**src/rtl/npc_pkg.sv**
```systemverilog
// npc_pkg: shared encodings for the next-PC unit and decode.
// Holds npc_sel / br_cond codes and the delay-slot states.
package npc_pkg;

    typedef enum logic [2:0] {
        NPC_SEQ  = 3'b000,
        NPC_BR   = 3'b001,
        NPC_J    = 3'b010,
        NPC_JR   = 3'b011,
        NPC_ERET = 3'b100
    } npc_sel_e;

    typedef enum logic [2:0] {
        BC_BEQ  = 3'b000,
        BC_BNE  = 3'b001,
        BC_BLEZ = 3'b010,
        BC_BGTZ = 3'b011,
        BC_BLTZ = 3'b100,
        BC_BGEZ = 3'b101
    } br_cond_e;

    typedef enum logic {
        ST_RUN  = 1'b0,
        ST_SLOT = 1'b1
    } npc_state_e;

endpackage

```
**src/rtl/npc_unit_if.sv**
```systemverilog
// npc_unit_if: decode/regfile side <-> next-PC unit bundle.
// master = control side, slave = npc_unit.
interface npc_unit_if;
    logic        stall;
    logic [31:0] instr;
    logic [2:0]  npc_sel;
    logic [2:0]  br_cond;
    logic [31:0] rs_data;
    logic [31:0] rt_data;
    logic        exc_req;
    logic [31:0] pc;
    logic [31:0] link_addr;
    logic        redirect;
    logic [31:0] epc;
    logic        exl;

    modport master (
        output stall, instr, npc_sel, br_cond,
        output rs_data, rt_data, exc_req,
        input  pc, link_addr, redirect, epc, exl
    );

    modport slave (
        input  stall, instr, npc_sel, br_cond,
        input  rs_data, rt_data, exc_req,
        output pc, link_addr, redirect, epc, exl
    );
endinterface

```
**src/rtl/npc_unit_br_cond_eval.sv**
```systemverilog
// br_cond_eval: signed branch condition evaluation.
// Unknown condition codes are never taken.
module br_cond_eval
    import npc_pkg::*;
(
    input  logic [31:0] rs_data_i,
    input  logic [31:0] rt_data_i,
    input  logic [2:0]  br_cond_i,
    output logic        taken_o
);

    logic rs_neg;
    logic rs_zero;

    assign rs_neg  = rs_data_i[31];
    assign rs_zero = (rs_data_i == 32'd0);

    // Select the comparison named by br_cond.
    always_comb begin
        taken_o = 1'b0;
        case (br_cond_i)
            BC_BEQ:  taken_o = (rs_data_i == rt_data_i);
            BC_BNE:  taken_o = (rs_data_i != rt_data_i);
            BC_BLEZ: taken_o = rs_neg || rs_zero;
            BC_BGTZ: taken_o = !rs_neg && !rs_zero;
            BC_BLTZ: taken_o = rs_neg;
            BC_BGEZ: taken_o = !rs_neg;
            default: taken_o = 1'b0;
        endcase
    end

endmodule

```
**src/rtl/npc_unit.sv**
```systemverilog
// npc_unit: architectural PC, next-fetch selection,
// optional delay slot, exception entry and eret.
module npc_unit
    import npc_pkg::*;
#(
    parameter logic [31:0] RESET_PC   = 32'h0000_3000,
    parameter logic [31:0] EXC_VECTOR = 32'h0000_4180,
    parameter bit          DELAY_SLOT = 1'b0
) (
    input logic       clk,
    input logic       rst_n,
    npc_unit_if.slave bus
);

    logic [31:0] pc_q, pc_d;
    logic [31:0] epc_q, epc_d;
    logic [31:0] tgt_q, tgt_d;
    logic        exl_q, exl_d;
    npc_state_e  state_q, state_d;

    logic [31:0] pc_plus4;
    logic [31:0] br_tgt;
    logic [31:0] jmp_tgt;
    logic [31:0] jr_tgt;
    logic [31:0] tgt;
    logic        take;
    logic        taken;
    logic        redir;
    logic [5:0]  unused_opcode;

    assign unused_opcode = bus.instr[31:26];

    assign pc_plus4 = pc_q + 32'd4;
    assign br_tgt   = pc_plus4
                    + {{14{bus.instr[15]}}, bus.instr[15:0], 2'b00};
    assign jmp_tgt  = {pc_plus4[31:28], bus.instr[25:0], 2'b00};
    assign jr_tgt   = {bus.rs_data[31:2], 2'b00};

    br_cond_eval u_br_cond_eval (
        .rs_data_i (bus.rs_data),
        .rt_data_i (bus.rt_data),
        .br_cond_i (bus.br_cond),
        .taken_o   (taken)
    );

    // Pick the redirect target and whether it is taken.
    always_comb begin
        tgt  = pc_plus4;
        take = 1'b0;
        case (bus.npc_sel)
            NPC_BR: begin
                tgt  = br_tgt;
                take = taken;
            end
            NPC_J: begin
                tgt  = jmp_tgt;
                take = 1'b1;
            end
            NPC_JR: begin
                tgt  = jr_tgt;
                take = 1'b1;
            end
            default: begin
                tgt  = pc_plus4;
                take = 1'b0;
            end
        endcase
    end

    // Next-state: exception > stall > slot > eret > redirect > seq.
    always_comb begin
        pc_d    = pc_q;
        epc_d   = epc_q;
        exl_d   = exl_q;
        tgt_d   = tgt_q;
        state_d = state_q;
        redir   = 1'b0;
        if (bus.exc_req && !exl_q) begin
            epc_d   = (state_q == ST_SLOT) ? pc_q - 32'd4 : pc_q;
            pc_d    = EXC_VECTOR;
            exl_d   = 1'b1;
            state_d = ST_RUN;
            redir   = 1'b1;
        end else if (bus.stall) begin
            redir = 1'b0;
        end else if (state_q == ST_SLOT) begin
            pc_d    = tgt_q;
            state_d = ST_RUN;
            redir   = 1'b1;
        end else if (bus.npc_sel == NPC_ERET) begin
            pc_d  = epc_q;
            exl_d = 1'b0;
            redir = 1'b1;
        end else if (take) begin
            if (DELAY_SLOT) begin
                tgt_d   = tgt;
                state_d = ST_SLOT;
                pc_d    = pc_plus4;
            end else begin
                pc_d  = tgt;
                redir = 1'b1;
            end
        end else begin
            pc_d = pc_plus4;
        end
    end

    // State registers with asynchronous reset.
    always_ff @(posedge clk or negedge rst_n) begin
        if (!rst_n) begin
            pc_q    <= RESET_PC;
            epc_q   <= 32'd0;
            exl_q   <= 1'b0;
            tgt_q   <= 32'd0;
            state_q <= ST_RUN;
        end else begin
            pc_q    <= pc_d;
            epc_q   <= epc_d;
            exl_q   <= exl_d;
            tgt_q   <= tgt_d;
            state_q <= state_d;
        end
    end

    assign bus.pc        = pc_q;
    assign bus.epc       = epc_q;
    assign bus.exl       = exl_q;
    assign bus.redirect  = redir;
    assign bus.link_addr = pc_q + (DELAY_SLOT ? 32'd8 : 32'd4);

endmodule

```
**src/flat_wrapper.sv**
```systemverilog
// flat-port wrapper written by rule: the top's interface ports become plain ports
module npc_unit_flat import npc_pkg::*;
#(
    parameter logic [31:0] RESET_PC   = 32'h0000_3000,
    parameter logic [31:0] EXC_VECTOR = 32'h0000_4180,
    parameter bit          DELAY_SLOT = 1'b0
)
  (clk, rst_n, bus_stall, bus_instr, bus_npc_sel, bus_br_cond, bus_rs_data, bus_rt_data, bus_exc_req, bus_pc, bus_link_addr, bus_redirect, bus_epc, bus_exl);
  npc_unit_if bus_i ();
  input logic clk;
  input logic rst_n;
  input wire logic [$bits(bus_i.stall)-1:0] bus_stall;
  input wire logic [$bits(bus_i.instr)-1:0] bus_instr;
  input wire logic [$bits(bus_i.npc_sel)-1:0] bus_npc_sel;
  input wire logic [$bits(bus_i.br_cond)-1:0] bus_br_cond;
  input wire logic [$bits(bus_i.rs_data)-1:0] bus_rs_data;
  input wire logic [$bits(bus_i.rt_data)-1:0] bus_rt_data;
  input wire logic [$bits(bus_i.exc_req)-1:0] bus_exc_req;
  output wire logic [$bits(bus_i.pc)-1:0] bus_pc;
  output wire logic [$bits(bus_i.link_addr)-1:0] bus_link_addr;
  output wire logic [$bits(bus_i.redirect)-1:0] bus_redirect;
  output wire logic [$bits(bus_i.epc)-1:0] bus_epc;
  output wire logic [$bits(bus_i.exl)-1:0] bus_exl;
  assign bus_i.stall = bus_stall;
  assign bus_i.instr = bus_instr;
  assign bus_i.npc_sel = bus_npc_sel;
  assign bus_i.br_cond = bus_br_cond;
  assign bus_i.rs_data = bus_rs_data;
  assign bus_i.rt_data = bus_rt_data;
  assign bus_i.exc_req = bus_exc_req;
  assign bus_pc = bus_i.pc;
  assign bus_link_addr = bus_i.link_addr;
  assign bus_redirect = bus_i.redirect;
  assign bus_epc = bus_i.epc;
  assign bus_exl = bus_i.exl;
  npc_unit #(.RESET_PC(RESET_PC), .EXC_VECTOR(EXC_VECTOR), .DELAY_SLOT(DELAY_SLOT)) u_core (.clk(clk), .rst_n(rst_n), .bus(bus_i));
endmodule
```
**config.mk**
```make
export PLATFORM = sky130hd
export DESIGN_NAME = npc_unit_flat
export DESIGN_NICKNAME = d
export VERILOG_FILES = /design/src/rtl/npc_pkg.sv /design/src/rtl/npc_unit_if.sv /design/src/rtl/npc_unit_br_cond_eval.sv /design/src/rtl/npc_unit.sv /design/src/flat_wrapper.sv
export SDC_FILE = /design/constraint.sdc
export NUM_CORES = 1
export LEC_CHECK = 0
export CORE_MARGIN = 5
export CORE_UTILIZATION = 35
export CTS_CLUSTER_SIZE = 12
export DETAILED_ROUTE_END_ITERATION = 12
export MAX_ROUTING_LAYER = met4
export PLACE_DENSITY = 0.62
export SYNTH_ARGS = -nofsm -noshare
export SYNTH_HDL_FRONTEND = slang
export SYNTH_SLANG_ARGS = --single-unit
```
**constraint.sdc**
```tcl
create_clock -name clk -period 9.71 [get_ports clk]
set_clock_uncertainty 0.1 [all_clocks]
set_input_delay 0.971 -clock clk [delete_from_list [all_inputs] [get_ports clk]]
set_output_delay 0.971 -clock clk [all_outputs]
set_load 0.05 [all_outputs]
```
==> impl_metrics.env <==
export IMPL_die_height_um=146
export IMPL_drive_above_1_share=0.0557
export IMPL_cap_violations=0
export IMPL_ant_nets=0
export IMPL_setup_violations=0
export IMPL_place_gp_congestion=0.904
export IMPL_power_density_mw_per_mm2=279
export IMPL_yosys_register_bits=65
export IMPL_post_route_util=0.495
export IMPL_p_leak_nw=3.68
export IMPL_syn_area_per_cell_um2=7.62
export IMPL_worst_pin_slew_ns=1.24
export IMPL_cts_hold_fix_buffers=0
export IMPL_synth_nets=988
export IMPL_ios=204
export IMPL_place_hpwl_mm=20.5
export IMPL_core_area_mm2=0.0180
export IMPL_ctsResizeCount=0
export IMPL_fin_nets=1162
export IMPL_cts_buffers=9
export IMPL_clk_path_buf_depth=2
export IMPL_rows=49
export IMPL_cp_start_kind="input pin"
export IMPL_fp_dieArea_mm2=0.0212
export IMPL_grt_overflow=0
export IMPL_synth_top_cell_area_share=0.245
export IMPL_clkSinkCount=65
export IMPL_crit_fanout=35
export IMPL_finalSetupTns_ns=0
export IMPL_max_freq_mhz=166
export IMPL_wl_mm=27.8
export IMPL_synth_edf_count=0
export IMPL_drc=0
export IMPL_finalMaxSlewViolations=0
export IMPL_critPathSlowestCell="clkdlybuf4s50_1"
export IMPL_ys_flop_type="dfrtp_1"
export IMPL_synth_cell_type_count=77
export IMPL_final_cells=1256
export IMPL_synthTopCellsByArea="dfrtp_1 (24%), nand2_1 (9.8%), xnor2_1 (8.7%)"
export IMPL_synth_area_leader_cell="dfrtp_1"
export IMPL_cpPeakStageDelay_ns=0.84
export IMPL_cts_tree="yes"
export IMPL_io_buffers=197
export IMPL_netlist_area_mm2=0.00644
export IMPL_rsz0062_at_grt="no"
export IMPL_fin_crit_sh=0.621
export IMPL_ir_drop_mv=0.245
export IMPL_wl_per_cell_um=22.1
export IMPL_area_growth_pct=38.5
export IMPL_clkTransAtPathRegs_ns=0.06
export IMPL_dr_first_iter_drc_count=741
export IMPL_path_class="in -> out"
export IMPL_synthArstFlopShare=1.00
export IMPL_place_area_mm2=0.00857
export IMPL_ys_seq_area_frac=0.253
export IMPL_drt_first_pass_iters=5
export IMPL_maxSlewHeadroom=0.174
export IMPL_grt_first_pass_wirelength_mm=42.7
export IMPL_finalHoldViolations=0
export IMPL_grt_antenna_before_repair=3
export IMPL_cts_max_level=3
export IMPL_crit_path_cell_trace="clkdlybuf4s50_1, buf_4, inv_1, nand2_1, or2_2, nand2_1, inv_1, o21ai_0, clkdlybuf4s50_1"
export IMPL_worst_ep_arrival_time_ns=4.96
export IMPL_yosys_warnings=0
export IMPL_end_kind="output port"
export IMPL_post_route_min_period_ns=6.03
export IMPL_vias_per_cell=5.79
export IMPL_clk_latency_ns=0.35
export IMPL_initial_core_util=0.357
export IMPL_syn_instance_count=845
export IMPL_track_usage=0.260
export IMPL_post_cts_setup_buffers=0
export IMPL_crit_required_ns=8.64
export IMPL_grt_start_max_net_pins=66
export IMPL_num_vias=7269
export IMPL_clock_root_buffer="clkbuf_16"
export IMPL_p_total_mw=2.49
export IMPL_outcome="complete, no violations"
export IMPL_design_area_mm2=0.00892
export IMPL_die_w_um=146
export IMPL_dp_cells=1237
export IMPL_grt_pass1_vias=7143
export IMPL_hold_path_class="reg -> reg"
## path summary, 6_finish.rpt
path                                                      from                        endpoint  slack (ns)  cells past startpoint
max in group asynchronous                                rst_n   u_core.bus.epc[7]$_DFFE_PN0P_        8.19                      2
worst max register to register   u_core.bus.pc[12]$_DFFE_PN1N_   u_core.bus.pc[30]$_DFFE_PN0N_        4.99                     14
min in group asynchronous                                rst_n   u_core.bus.pc[11]$_DFFE_PN0N_        0.73                      2
worst min-delay path            u_core.bus.epc[22]$_DFFE_PN0P_  u_core.bus.epc[22]$_DFFE_PN0P_        0.41                      2
worst max-delay path                            bus_npc_sel[1]                    bus_redirect        3.68                      9
worst min register to register  u_core.bus.epc[22]$_DFFE_PN0P_  u_core.bus.epc[22]$_DFFE_PN0P_        0.41                      2
## worst max-delay path, delay by kind of cell
family | cells | cell delay [ns]
compound gates | 1 | 0.19
buf+inv | 5 | 2.08
simple gates | 3 | 1.70
## routing by layer
layer	routed length [um]	vias up	track usage
met5	0	-	-
met4	593	0	0.0770
met1	12900	3449	0.360
li1	-	3422	-
met2	12200	346	0.382
met3	2110	52	0.0561
## registers in the layout, summed over array words and instances (netlist names)
| name | count |
|---|---|
| u_core.bus.exl | 1 |
| u_core.bus.epc | 32 |
| u_core.bus.pc | 32 |
## cell usage after synthesis, types with 15 or more instances
cell type  instances
nand2_1          168
xnor2_1           64
dfrtp_1           63
a21oi_1           56
o21ai_0           51
nor2_1            42
clkbuf_1          37
ha_1              36
nand3_1           27
inv_1             19
a21o_1            18
nand4_1           16
nor3_1            15
## power by group
group          switching [mW]  internal [mW]  total, mW
Combinational            1.04          0.562       1.60
Clock                   0.138          0.251      0.389
Sequential              0.130          0.369      0.499
## placed cells by master, fill, tap and decap left out, types with 18 or more instances in the layout
cell type / netlist / layout
dfrtp_1: 63 / 63
nand3_1: 27 / 27
nor2_1: 42 / 41
o21ai_0: 51 / 51
a21oi_1: 56 / 56
ha_1: 36 / 36
a21o_1: 18 / 18
xnor2_1: 64 / 64
clkdlybuf4s50_1: 0 / 196
inv_1: 19 / 19
nand2_1: 168 / 168
## layout make-up
class,count,area [um^2]
antenna,3,7.51
clock inverter,7,119
timing repair buffer,209,2060
sequential,65,1630
clock buffer,9,225
inverter,19,71.3
multi-input combinational,715,4520
fill,1790,9100
tap,229,287
## cells by family (layout without fill, tap and decap cells)
kind of cell	after synthesis	count (layout)	share of synthesized area
simple gates	344	344	0.255
compound gates	249	249	0.253
xor+xnor	80	80	0.111
flops	65	65	0.253
buf+inv	65	244	0.0466
fa+ha+maj	37	37	0.0730
mux	5	5	0.00835
other cells	0	3	0
## metrics by stage
stage | setup slack, ns | hold WS, ns
floorplan | 4.79 | 0.504
detailed placement | 3.76 | 0.394
global route | 3.46 | 0.436
global placement | 3.78 | 0.386
CTS | 3.72 | 0.414
finish | 3.68 | 0.406
Note: power is estimated with default switching activity, not from simulation.
